<file path="src/rtl/dram16_fifo_pkg.sv">
// Shared sizing constants and pointer helper for the 16-deep distributed-RAM FIFO.
package dram16_fifo_pkg;
  localparam int DEPTH = 16;
  localparam int AW    = 4;
  localparam int CW    = 5;

  function automatic logic [AW-1:0] ptr_inc(input logic [AW-1:0] p);
    return p + AW'(1);
  endfunction
endpackage

</file>
<file path="src/rtl/dram16_fifo_bank.sv">
// WIDTH parallel 16x1 dual-port RAM cells: synchronous write port, asynchronous read port.
module dram16_bank
  import dram16_fifo_pkg::*;
#(
  parameter int WIDTH = 8
) (
  input  logic             clk,
  input  logic             we,
  input  logic [AW-1:0]    wa,
  input  logic [WIDTH-1:0] wd,
  input  logic [AW-1:0]    ra,
  output logic [WIDTH-1:0] rd
);
  for (genvar i = 0; i < WIDTH; i++) begin : g_cell
    logic [DEPTH-1:0] cell_q = 16'h0000;

    // one RAM16X1D-style cell: write on A port, DPO reads the DPRA address
    always_ff @(posedge clk) begin
      if (we) begin
        cell_q[wa] <= wd[i];
      end
    end

    assign rd[i] = cell_q[ra];
  end
endmodule

</file>
<file path="src/rtl/dram16_fifo.sv">
// First-word-fall-through FIFO controller: pointers, occupancy, sticky error flags, RAM bank.
module dram16_fifo
  import dram16_fifo_pkg::*;
#(
  parameter int WIDTH     = 8,
  parameter int AFULL_LVL = 12
) (
  input  logic             clk,
  input  logic             rst,
  input  logic             flush,
  input  logic             wr_en,
  input  logic [WIDTH-1:0] wr_data,
  input  logic             rd_en,
  output logic [WIDTH-1:0] rd_data,
  output logic             empty,
  output logic             full,
  output logic             almost_full,
  output logic [CW-1:0]    count,
  output logic             ovf,
  output logic             udf
);
  logic [AW-1:0] wr_ptr_q, wr_ptr_d;
  logic [AW-1:0] rd_ptr_q, rd_ptr_d;
  logic [CW-1:0] count_q, count_d;
  logic          ovf_q, ovf_d;
  logic          udf_q, udf_d;
  logic          push_ok_s, pop_ok_s, ram_we_s;

  assign empty       = (count_q == CW'(0));
  assign full        = (count_q == CW'(DEPTH));
  assign almost_full = (count_q >= CW'(AFULL_LVL));
  assign count       = count_q;
  assign ovf         = ovf_q;
  assign udf         = udf_q;

  // request qualification and next-state computation
  always_comb begin
    push_ok_s = 1'b0;
    pop_ok_s  = 1'b0;
    wr_ptr_d  = wr_ptr_q;
    rd_ptr_d  = rd_ptr_q;
    count_d   = count_q;
    ovf_d     = ovf_q;
    udf_d     = udf_q;
    if (flush) begin
      wr_ptr_d = AW'(0);
      rd_ptr_d = AW'(0);
      count_d  = CW'(0);
    end else begin
      push_ok_s = wr_en & ~full;
      pop_ok_s  = rd_en & ~empty;
      ovf_d     = ovf_q | (wr_en & full);
      udf_d     = udf_q | (rd_en & empty);
      if (push_ok_s) begin
        wr_ptr_d = ptr_inc(wr_ptr_q);
      end else begin
        wr_ptr_d = wr_ptr_q;
      end
      if (pop_ok_s) begin
        rd_ptr_d = ptr_inc(rd_ptr_q);
      end else begin
        rd_ptr_d = rd_ptr_q;
      end
      case ({push_ok_s, pop_ok_s})
        2'b10:   count_d = count_q + CW'(1);
        2'b01:   count_d = count_q - CW'(1);
        default: count_d = count_q;
      endcase
    end
  end

  // reset must also suppress the RAM write, since the cells are not cleared by it
  assign ram_we_s = push_ok_s & ~rst;

  // state registers with synchronous reset
  always_ff @(posedge clk) begin
    if (rst) begin
      wr_ptr_q <= AW'(0);
      rd_ptr_q <= AW'(0);
      count_q  <= CW'(0);
      ovf_q    <= 1'b0;
      udf_q    <= 1'b0;
    end else begin
      wr_ptr_q <= wr_ptr_d;
      rd_ptr_q <= rd_ptr_d;
      count_q  <= count_d;
      ovf_q    <= ovf_d;
      udf_q    <= udf_d;
    end
  end

  dram16_bank #(.WIDTH(WIDTH)) u_bank (
    .clk (clk),
    .we  (ram_we_s),
    .wa  (wr_ptr_q),
    .wd  (wr_data),
    .ra  (rd_ptr_q),
    .rd  (rd_data)
  );
endmodule

</file>
<file path="config.mk">
export PLATFORM = sky130hd
export DESIGN_NAME = dram16_fifo
export DESIGN_NICKNAME = d
export VERILOG_FILES = /design/src/rtl/dram16_fifo_pkg.sv /design/src/rtl/dram16_fifo_bank.sv /design/src/rtl/dram16_fifo.sv
export SDC_FILE = /design/constraint.sdc
export NUM_CORES = 1
export LEC_CHECK = 0
export BUFFER_PORTS_ARGS = -buffer_cell sky130_fd_sc_hd__buf_2
export CORE_MARGIN = 5
export CORE_UTILIZATION = 60
export CTS_CLUSTER_DIAMETER = 200
export CTS_CLUSTER_SIZE = 16
export DETAILED_ROUTE_END_ITERATION = 8
export GPL_ROUTABILITY_DRIVEN = 0
export GPL_TIMING_DRIVEN = 1
export HOLD_SLACK_MARGIN = 0.06
export PLACE_DENSITY = 0.84
export SLEW_MARGIN = 40
export SYNTH_ARGS = -nofsm -noshare
export SYNTH_HDL_FRONTEND = slang
export SYNTH_SLANG_ARGS = --single-unit
</file>
<file path="constraint.sdc">
create_clock -name clk -period 5.9 [get_ports clk]
set_input_delay 1.475 -clock clk [delete_from_list [all_inputs] [get_ports clk]]
set_output_delay 1.475 -clock clk [all_outputs]
set_load 0.05 [all_outputs]
</file>
Word level (Yosys, flattened, before mapping). Index checks and enable logic that the tools add are counted.

Output and inout bits: 18. Flip-flop bits (word level): 143.

Reduce and logical (&&, ||, !) cells: 4. Multiplexer cells: 28. Add/sub/neg operators: 4. Magnitude comparators: 4. Eq/ne operators: 3. Bitwise operators: 10.

Operators by type and width (number): bitwise mux 16 bit (8); binary-select mux 1 bit (select 4 bit) (8); less-than comparator 4 x 5 -> 1 bit, second input constant (2); 2-to-1 mux 1 bit (10); case mux 5 bit (2 select lines) (1); adder 4 x 1 -> 4 bit, second input constant (2); adder 5 x 1 -> 5 bit, second input constant (1); bitwise AND 1 bit (5); == test 5 bit, second input constant (1); greater-or-equal comparator 5 x 4 -> 1 bit, second input constant (1); zero test 5 bit (1); subtractor 5 x 1 -> 5 bit, second input constant (1); demux 1 bit (select 4 bit) (1); greater-or-equal comparator 4 x 1 -> 1 bit, second input constant (1); NOT 1 bit (3); == test 2 x 1 -> 1 bit, second input constant (1); == test 2 bit, second input constant (1); bitwise OR 1 bit (2); nonzero test 2 bit (1); OR reduction 2 bit (1); logical AND 1 bit (1).

Logic depth before layout (Yosys ltp). Gate-level depths: netlist (run 1).

Depth after elaboration: 5. Mapped depth: 12. Gate-level depth less buffers: 10.

Modules after synthesis. From an unflattened synthesis (run 1), not the netlist that was laid out.

Cells, all modules: 309. Area, all modules: 5779.3 um^2.

Modules (own cells, without submodules): dram16_bank (area an instance 4987.3 um^2, instances 1, cells each 221); dram16_fifo (area an instance 792.0 um^2, instances 1, cells each 88).

Worst setup path before layout (run 1). OpenSTA, ideal clock, no wires.

Kind: reg-to-output. From: register count_q[1], in the netlist count[1]. To: output port empty. Stages on the path, launching flop included: 4. Data required time: 4425 ps. Data arrival time: 1912 ps. Setup slack: 2513 ps. Cells stage by stage: dfxtp_1 buf_6 or4_4 nor2_1.

Word-level cells in the longest chain between the ends: 1.

RTL lines: from (decl) (line dram16_fifo.sv:24) `logic [CW-1:0] count_q, count_d;`; from (signal assigned) (line dram16_fifo.sv:86) `count_q <= count_d;`; zero test 5 bit (line dram16_fifo.sv:29) `assign empty = (count_q == CW'(0));`; to (decl) (line dram16_fifo.sv:15) `output logic empty,`.

Every way passes these cells.

Worst setup path after layout (run 1).
From: register rd_ptr_q[0]. To: output port rd_data[0].

Word-level cells in the longest chain between the ends: 2.

RTL lines: from (decl) (line dram16_fifo.sv:23) `logic [AW-1:0] rd_ptr_q, rd_ptr_d;`; from (signal assigned) (line dram16_fifo.sv:85) `rd_ptr_q <= rd_ptr_d;`; binary-select mux 1 bit (select 4 bit) (line dram16_fifo_bank.sv:24) `assign rd[i] = cell_q[ra];`; 2-to-1 mux 1 bit (implied by the code) (line dram16_fifo_bank.sv:24); to (decl) (line dram16_fifo.sv:14) `output logic [WIDTH-1:0] rd_data,`.

Every way passes these cells. The select of a mux whose other input is x is not followed.

==> impl_metrics.ini, run 1 <==
[outcome]
status = complete, no violations

[yosys]
synth-seq-cells = 143
netlist.area_leader.share = 0.6580
avgSynthCellArea_um2 = 17.76
synth.distinct_cells = 45
ys_seq_area_frac = 0.7094
syn_inst = 329
synth_top_cell_by_area = edfxtp_1
syn_area_um2 = 5842
yosysWarnings = 0
ys_top_cells_by_count = edfxtp_1 (128), mux4_2 (32), nor2_1 (26)
synth_most_common_cell = edfxtp_1
synth_edf_count = 128
synth_nets = 351
synth_flop_cell = edfxtp_1
async_flop_share = 0
synth.area.top_cells = edfxtp_1 (66%), mux4_2 (12%), dfxtp_1 (5.1%), a22oi_1 (2.1%), ha_1 (1.9%)

[worst_setup_path]
worstPathRequired_ns = 4.43
timing_worst_setup_path_type = reg2out
worstSetupStartpointType = register
critPathArrivalTime_ns = 2.82
critPathMaxStageDelay_ns = 0.75
path_cells = buf_4, mux4_2, a22oi_1, nand2_1, buf_2
cp.buffers_inverters = 2
cpLargestDelayFamily = flip-flops
crit_slowest_cell = dfxtp_2
endpoint_kind = primary output
critPathMaxFanout = 20

[global_route]
grt_max_degree = 22
grt_pass1_vias = 3211
gr-total-overflow = 0
grt_pass1_wl_mm = 18.02
antenna_found_initial = 0
track_usage = 0.2159

[detailed_routing]
ant_nets = 0
vias = 3156
viasPerCell = 6.188
routed_wl_mm = 11.54
post_drt_wl_per_cell_um = 22.63
drc = 0
drtIter0Drc = 275
dr.pass1.iters = 5

[clock_tree]
postCtsSetupBuffers = 0
cts_resized = 0
htree_levels = 4
cts_root_buf = clkbuf_8
clock_latency_ns = 0.53
cts_buffer_depth = 2
cts.clk_slew.worst_paths_ns = 0.06
hold_buffers = 0
cts_buffers = 17
tritoncts = built
cts_sinks = 143

[timing]
relSlewSlack = 0.4464
post-route-period-util = 0.7280
fmax_ghz = 0.2328
slew_viol_final = 0
fin_setup_tns_ns = 0
min_period_ns = 4.295
rsz0062_at_grt = no
hold_viol_final = 0
skew_ns = 0.01206
hold_ws_ns = 0.4820
worst_pin_slew_ns = 0.8274
setup_viol = 0

[floorplan]
die_w_um = 108.7
die_h_um = 108.7
rows = 36
core_area_um2 = 9639
die-area_um2 = 11810
initial_utilization = 0.6060
boundaryPins = 31

[job]
maxCapViolCount = 0

[placement]
dp_hpwl_mm = 7.230
port_buffers = 30

[final_layout]
layout.nets = 386
n_antenna_cell = 0
area_growth_pct = 14.74
drive_gt1_frac = 0.3077
fillers = 612
regArea_um2 = 4146
multi_input_area_um2 = 1592

[power]
powerDensity_nw_per_um2 = 332.2
leakage_nw = 2.247
peakVddDrop_uv = 219.0

[hold_path]
hp-class = reg2reg
## where the power goes
part           switching [mW]  internal (mW)
clock network           0.418          0.608
logic                  0.0601         0.0287
registers             0.00665           1.11
## state kept, by name, indices dropped and copies added, names as in the netlist
register              count
wr_ptr_q                  4
rd_ptr_q                  4
u_bank.g_cell.cell_q    128
count                     5
ovf                       1
udf                       1
## tightest hold or removal path: stages (launching register included)
cell and delay [ns]:
dfxtp_1 0.33, a31oi_1 0.05, nor2_1 0.07
## cell families after synthesis
group / share of synthesized area
mux: 0.1285
xor+xnor: 0.01049
compound gates: 0.04669
flops: 0.7094
simple gates: 0.06361
fa+ha+maj: 0.01928
buf+inv: 0.02206
## path summary, 6_finish.rpt
kind               startpoint         end  slack, ns  depth (start not counted)
setup / recovery  rd_ptr_q[0]  rd_data[0]       1.61                          5
hold / removal            udf         udf       0.48                          2
setup reg to reg     count[1]    count[4]       2.97                          9
hold reg to reg           udf         udf       0.48                          2
## routing by layer
layer / wire (µm) / up-vias / part of all wire / track usage
li1: - / 1387 / - / -
met4: 178 / 0 / 0.015 / 0.07394
met3: 670 / 18 / 0.058 / 0.05329
met5: 0 / - / 0 / 0
met2: 6035 / 127 / 0.52 / 0.3628
met1: 4659 / 1624 / 0.40 / 0.2780
## area by class of cell
type | count | share of cell area
Sequential cell | 143 | 0.6186
Multi-Input combinational cell | 159 | 0.2374
Clock inverter | 14 | 0.02371
Clock buffer | 18 | 0.06235
Inverter | 7 | 0.003920
Tap cell | 133 | 0.02483
Timing Repair Buffer | 36 | 0.02912
## per-stage QoR
| step | total power [mW] | instance area (µm²) | util | cells | setup WS (ns) |
|---|---|---|---|---|---|
| 3_3_place_gp | 1.220 | 6102 | 0.6330 | 478 | 2.131 |
| 2_1_floorplan | 1.192 | 5842 | - | 329 | 2.513 |
| 4_1_cts | 2.233 | 6680 | 0.6930 | 510 | 1.527 |
| 6_report | 2.227 | 6703 | 0.6954 | 510 | 1.605 |
| 3_5_place_dp | 1.223 | 6103 | 0.6332 | 478 | 2.120 |
| 5_1_grt | 2.290 | 6703 | 0.6954 | 510 | 1.380 |
## layout by cell type (no fill, tap or decap), types with 2 or more instances in the layout
master      Yosys  routed
nor4bb_1        2       2
and2_1          3       3
bufinv_16       0       2
edfxtp_1      128     128
a211oi_1        2       2
or4_1           2       2
mux2i_1         3       3
clkinv_4        0       4
a21oi_1         3       3
a22oi_1        16      16
nand2_1        11      11
nand4b_1        2       2
xor2_1          4       4
inv_6           0       2
mux4_2         32      32
a31oi_1         2       2
a21o_1          3       3
nand2b_1        3       3
clkinvlp_4      0       4
buf_2           4      30
inv_1           7       7
clkbuf_16       0      16
nand3_1         9       9
nor3_1          4       4
nor2b_1         2       2
o211ai_1        2       2
nor2_1         26      17
dfxtp_2         0       2
xnor2_1         3       3
dfxtp_1        15      13
nor2_2          0       9
buf_4           3       6
ha_1            9       9
o21ai_0         2       2
Power figures use the tool's default switching activity.
==> run 2: changes to the inputs <==
ABC_AREA = 1   (was not set)
CORE_UTILIZATION = 55   (was 60)
PLACE_DENSITY = 0.82   (was 0.84)
clock period = 3.7 ns   (was 5.9 ns; I/O delays follow)
==> run 2 against run 1 <==
Effect of this change:
- global-route usage rose by 0.77 points
- cell count up 40%
- sequential cell count stayed put
- final area increased by 2.8%
- utilization is 6.0 points lower
- die area is 12% higher
- largest power group unchanged
- clock power is 67% higher
- first-iteration DRC count increased by 99%
- total power rose by 81%
- critical path type unchanged
- worst setup slack worse by 1.4 ns
- critical path depth increased by 3
==> impl_metrics.ini, run 2 <==
[outcome]
status = complete, no violations

[detailed_routing]
dr.pass1.iters = 6
drtIter0Drc = 547
drc = 0
ant_nets = 0
routed_wl_mm = 13.98
viasPerCell = 5.907
vias = 4206
post_drt_wl_per_cell_um = 19.64

[floorplan]
die_w_um = 115.1
die_h_um = 115.1
initial_utilization = 0.5601
die-area_um2 = 13240
rows = 38
core_area_um2 = 10840
boundaryPins = 31

[hold_path]
hp-class = reg2reg
whs_endpoint = udf
hold_start = udf
hold_depth = 2

[global_route]
antenna_found_initial = 0
gr-total-overflow = 0
grt_pass1_vias = 4231
grt_max_degree = 84
track_usage = 0.2236
grt_pass1_wl_mm = 22.13

[clock_tree]
cts.clk_slew.worst_paths_ns = 0.06
cts_resized = 0
tritoncts = built
postCtsSetupBuffers = 0
cts_root_buf = clkbuf_8
cts_sinks = 143
cts_buffers = 17
cts_buffer_depth = 2
hold_buffers = 0
clock_latency_ns = 0.53
htree_levels = 4

[placement]
dpl.cell_count = 681
port_buffers = 30
pre_cts_slack_ns = 0.8664
dp_hpwl_mm = 8.351

[timing]
fin_setup_tns_ns = 0
relSlewSlack = 0.4592
setup_viol = 0
fmax_ghz = 0.2849
worst_pin_slew_ns = 0.8082
hold_viol_final = 0
rsz0062_at_grt = no
post-route-period-util = 0.9488
layout_setup_ws_ns = 0.1895
skew_ns = 0.01205
hold_ws_ns = 0.4616
slew_viol_final = 0
min_period_ns = 3.511

[worst_setup_path]
cpLargestDelayFamily = buffers and inverters
cp.buffers_inverters = 3
worstSetupStartpointType = register
critPathArrivalTime_ns = 2.59
critPathMaxStageDelay_ns = 0.39
endpoint_kind = primary output
r2r-start = count[0]
crit_top_cell = nand3_1
critPathMaxFanout = 41
path_cells = buf_4, inv_2, nor2_1, o21ai_0, nand3_1, nand3_1, nand2_1, buf_2
crit_slowest_cell = buf_4
r2r-end = count[4]
reg2regPathDepth = 16
worstPathRequired_ns = 2.77
regToRegSetupSlack_ns = 1.26
timing_worst_setup_path_type = reg2out

[yosys]
synth-seq-cells = 143
ys_seq_area_frac = 0.6825
synth_edf_count = 128
synth.area.top_cells = edfxtp_1 (63%), nor2_1 (5.6%), dfxtp_1 (4.9%), o21ai_0 (4.9%), o211ai_1 (3.2%)
ys_top_cells_by_count = edfxtp_1 (128), nor2_1 (90), o21ai_0 (59)
synth_most_common_cell = edfxtp_1
synth_nets = 548
synth.distinct_cells = 27
yosysWarnings = 0
syn_inst = 526
netlist.area_leader.share = 0.6330
synth_top_cell_by_area = edfxtp_1
async_flop_share = 0
syn_area_um2 = 6072
avgSynthCellArea_um2 = 11.54
synth_flop_cell = edfxtp_1

[power]
powerDensity_nw_per_um2 = 583.6
leakage_nw = 2.466
internal_power_mw = 2.987
comb_power_share = 0.127
power_frac_seq = 0.446
power_frac_clock = 0.427
p_total_mw = 4.021
p_switching_mw = 1.034
swShare = 0.2572
peakVddDrop_uv = 305.5

[final_layout]
drive_gt1_frac = 0.1311
layout_common_cells = edfxtp_1 (128), nor2_1 (88), o21ai_0 (59)
n_antenna_cell = 0
final_cells = 712
layout.nets = 582
largest_register = u_bank.g_cell.cell_q
largest_reg_flops = 128
area_growth_pct = 13.48
final_common_cell = edfxtp_1

[job]
maxCapViolCount = 0
-- run 2: changes by cell type in the layout (fill, tap and decap cells not counted), sizes merged, moves of 4 or more --
cell	change
o21ai	+71
nor2	+65
inv	+35
mux4	-32
nand2	+28
a21oi	+24
o211ai	+24
nand3	+22
a22oi	-16
buf	+4
-- run 2: layout make-up --
type	count	area, µm²
Clock buffer	19	421.7
Sequential cell	143	4145
Timing Repair Buffer	40	225.2
Fill cell	762	3950
Inverter	46	173.9
Multi-Input combinational cell	312	1582
Clock inverter	12	167.7
Tap cell	140	175.2
-- run 2: stage by stage --
step	utilization	instance area, µm²
2_1_floorplan	-	6072
3_3_place_gp	0.5807	6295
3_5_place_dp	0.5809	6297
4_1_cts	0.6353	6887
5_1_grt	0.6356	6890
6_report	0.6356	6890
-- run 2: power groups by stage --
stage	Sequential (mW)	Clock [mW]	Combinational (mW)
after floorplan	1.86	0	0.348
after global placement	1.83	0	0.489
after global routing	1.80	1.80	0.562
after CTS	1.79	1.72	0.509
final	1.79	1.72	0.512
after detailed placement	1.83	0	0.502
-- run 2: worst reg2reg max path, cell delays in order (launching register included) --
cell     delay, ns
dfxtp_1       0.36
nor2_1        0.19
nand4_1       0.13
nand2_1       0.22
inv_1         0.16
ha_1          0.29
nand2_1       0.10
inv_1         0.05
nor2_1        0.14
ha_1          0.17
inv_1         0.04
nand2_1       0.10
nand3_1       0.10
nand3_1       0.08
nand2_1       0.05
nor2_1        0.09
nor2_1        0.05
-- run 2: worst max path at each step --
stage / start / end / slack, ns / cells after the start
global route: rd_ptr_q[0] / rd_data[0] / 0.05 / 6
CTS: rd_ptr_q[1] / rd_data[6] / 0.22 / 8
detailed placement: rd_ptr_q[1] / rd_data[1] / 0.87 / 8
finish: rd_ptr_q[1] / rd_data[6] / 0.19 / 8
floorplan: count[2] / almost_full / 0.81 / 2
global placement: flush / u_bank.g_cell[3].cell_q[10] / 0.87 / 5
-- run 2: kinds of logic after synthesis --
logic type / count (synthesis) / synth area share
adder cells (fa/ha/maj): 9 / 0.01855
AND/OR/NAND/NOR: 168 / 0.1150
XOR/XNOR: 6 / 0.008654
AO/OA/AOI/OAI: 129 / 0.1175
flip-flops: 143 / 0.6825
buffers and inverters: 71 / 0.05790
-- run 2: per-layer routing --
layer / global-route usage / up-vias / routed length, µm
met5: 0 / - / 0
met4: 0.09390 / 0 / 461
met3: 0.06895 / 43 / 1384
met2: 0.3569 / 254 / 6749
met1: 0.2856 / 1989 / 5385
li1: - / 1920 / -
==> run 3: changes to the inputs <==
CORE_MARGIN = 4   (was 5)
==> run 3 against run 2 <==
Effect of this change:
- worst setup slack improved by 0.046 ns
- via count rose by 1.5%
- sequential power barely moved
- global-route usage rose by 1.1 points
- maximum frequency rose by 1.3%
- largest cell class unchanged
- combinational power barely moved
- final area rose by 0.40%
- routed wire length rose by 2.8%
- sequential cell count did not move
- non-clock buffer count rose by 2
==> impl_metrics.ini, run 3 (synthesis gave the netlist of run 2 again) <==
[outcome]
status = complete, no violations

[worst_setup_path]
r2r-end = count[4]
path_cells = buf_4, o21ai_0, o211ai_1, nand3_1, nand2_1, buf_2
worstPathRequired_ns = 2.77
worstSetupStartpointType = register
timing_worst_setup_path_type = reg2out
critPathArrivalTime_ns = 2.54
critPathMaxStageDelay_ns = 0.61
endpoint_kind = primary output
regToRegSetupSlack_ns = 1.18
critPathMaxFanout = 83
r2r-start = count[0]
crit_slowest_cell = buf_4
reg2regPathDepth = 16

[final_layout]
area_growth_pct = 13.93
largest_register = u_bank.g_cell.cell_q
n_antenna_cell = 0
utilization = 0.6382
final_common_cell = edfxtp_1
drive_gt1_frac = 0.1443
layout_common_cells = edfxtp_1 (128), nor2_1 (87), o21ai_0 (59)
largest_reg_flops = 128
final_cells = 715
layout.nets = 584

[timing]
fmax_ghz = 0.2886
setup_viol = 0
post-route-period-util = 0.9364
fin_setup_tns_ns = 0
slew_viol_final = 0
min_period_ns = 3.465
worst_pin_slew_ns = 0.8143
layout_setup_ws_ns = 0.2353
hold_viol_final = 0
rsz0062_at_grt = no
hold_ws_ns = 0.4880
skew_ns = 0.01023
relSlewSlack = 0.4551

[detailed_routing]
post_drt_wl_per_cell_um = 20.10
drtIter0Drc = 546
drc = 0
viasPerCell = 5.968
vias = 4267
dr.pass1.iters = 5
ant_nets = 0
routed_wl_mm = 14.37

[floorplan]
initial_utilization = 0.5601
boundaryPins = 31
core_area_um2 = 10840
die_w_um = 113.1
die_h_um = 113.1
rows = 38
die-area_um2 = 12780

[placement]
pre_cts_slack_ns = 0.8313
port_buffers = 30
dpl.cell_count = 683
dp_hpwl_mm = 8.783

[global_route]
grt_pass1_vias = 4216
antenna_found_initial = 0
grt_max_degree = 84
gr-total-overflow = 0
track_usage = 0.2345
grt_pass1_wl_mm = 22.40

[clock_tree]
hold_buffers = 0
cts_buffer_depth = 2
htree_levels = 4
postCtsSetupBuffers = 0
tritoncts = built
cts_sinks = 143
cts_resized = 0
cts.clk_slew.worst_paths_ns = 0.06
cts_root_buf = clkbuf_8
clock_latency_ns = 0.53
cts_buffers = 17

[hold_path]
hold_depth = 2
hold_start = udf
whs_endpoint = udf
hp-class = reg2reg

[power]
leakage_nw = 2.484
peakVddDrop_uv = 340.8
powerDensity_nw_per_um2 = 581.9

[job]
maxCapViolCount = 0
==> run 3: routing by layer <==
layer | part of all wire | GRT usage | vias to the layer above
met5 | 0 | 0 | -
met2 | 0.49 | 0.3748 | 249
met4 | 0.036 | 0.1066 | 0
met3 | 0.097 | 0.05936 | 43
met1 | 0.37 | 0.3041 | 2040
li1 | - | - | 1935
==> run 3: power by group <==
part | switching [mW] | total, mW | leakage (nW) | internal [mW]
sequential | 0.0175 | 1.79 | 1.27 | 1.78
combinational | 0.390 | 0.515 | 0.925 | 0.126
clock | 0.680 | 1.72 | 0.285 | 1.04
total | 1.09 | 4.03 | 2.48 | 2.94
==> run 3: worst max-delay path, delay by kind of cell (launching register included) <==
kind | cells | cell delay, ns
compound gates | 2 | 0.45
buf+inv | 2 | 0.88
flops | 1 | 0.35
simple gates | 2 | 0.30
==> run 3: area by class of cell <==
| type | instances | area (µm²) |
|---|---|---|
| Sequential cell | 143 | 4145 |
| Clock buffer | 17 | 414.1 |
| Inverter | 46 | 173.9 |
| Multi-Input combinational cell | 312 | 1584 |
| Timing Repair Buffer | 42 | 240.2 |
| Fill cell | 786 | 3923 |
| Tap cell | 140 | 175.2 |
| Clock inverter | 15 | 185.2 |
==> run 3: worst max path at each step <==
stage | startpoint | endpoint | slack [ns] | cells past startpoint
floorplan | count[2] | almost_full | 0.81 | 2
global placement | rd_ptr_q[0] | rd_data[0] | 0.88 | 6
detailed placement | rd_ptr_q[0] | rd_data[0] | 0.83 | 6
CTS | rd_ptr_q[0] | rd_data[0] | 0.27 | 6
global route | rd_ptr_q[0] | rd_data[0] | 0.04 | 6
finish | rd_ptr_q[0] | rd_data[0] | 0.24 | 6
==> run 3: per-stage QoR <==
step | total power, mW | instance area, µm²
3_3_place_gp | 2.313 | 6310
6_report | 4.026 | 6918
5_1_grt | 4.161 | 6918
3_5_place_dp | 2.333 | 6310
2_1_floorplan | 2.212 | 6072
4_1_cts | 4.030 | 6909
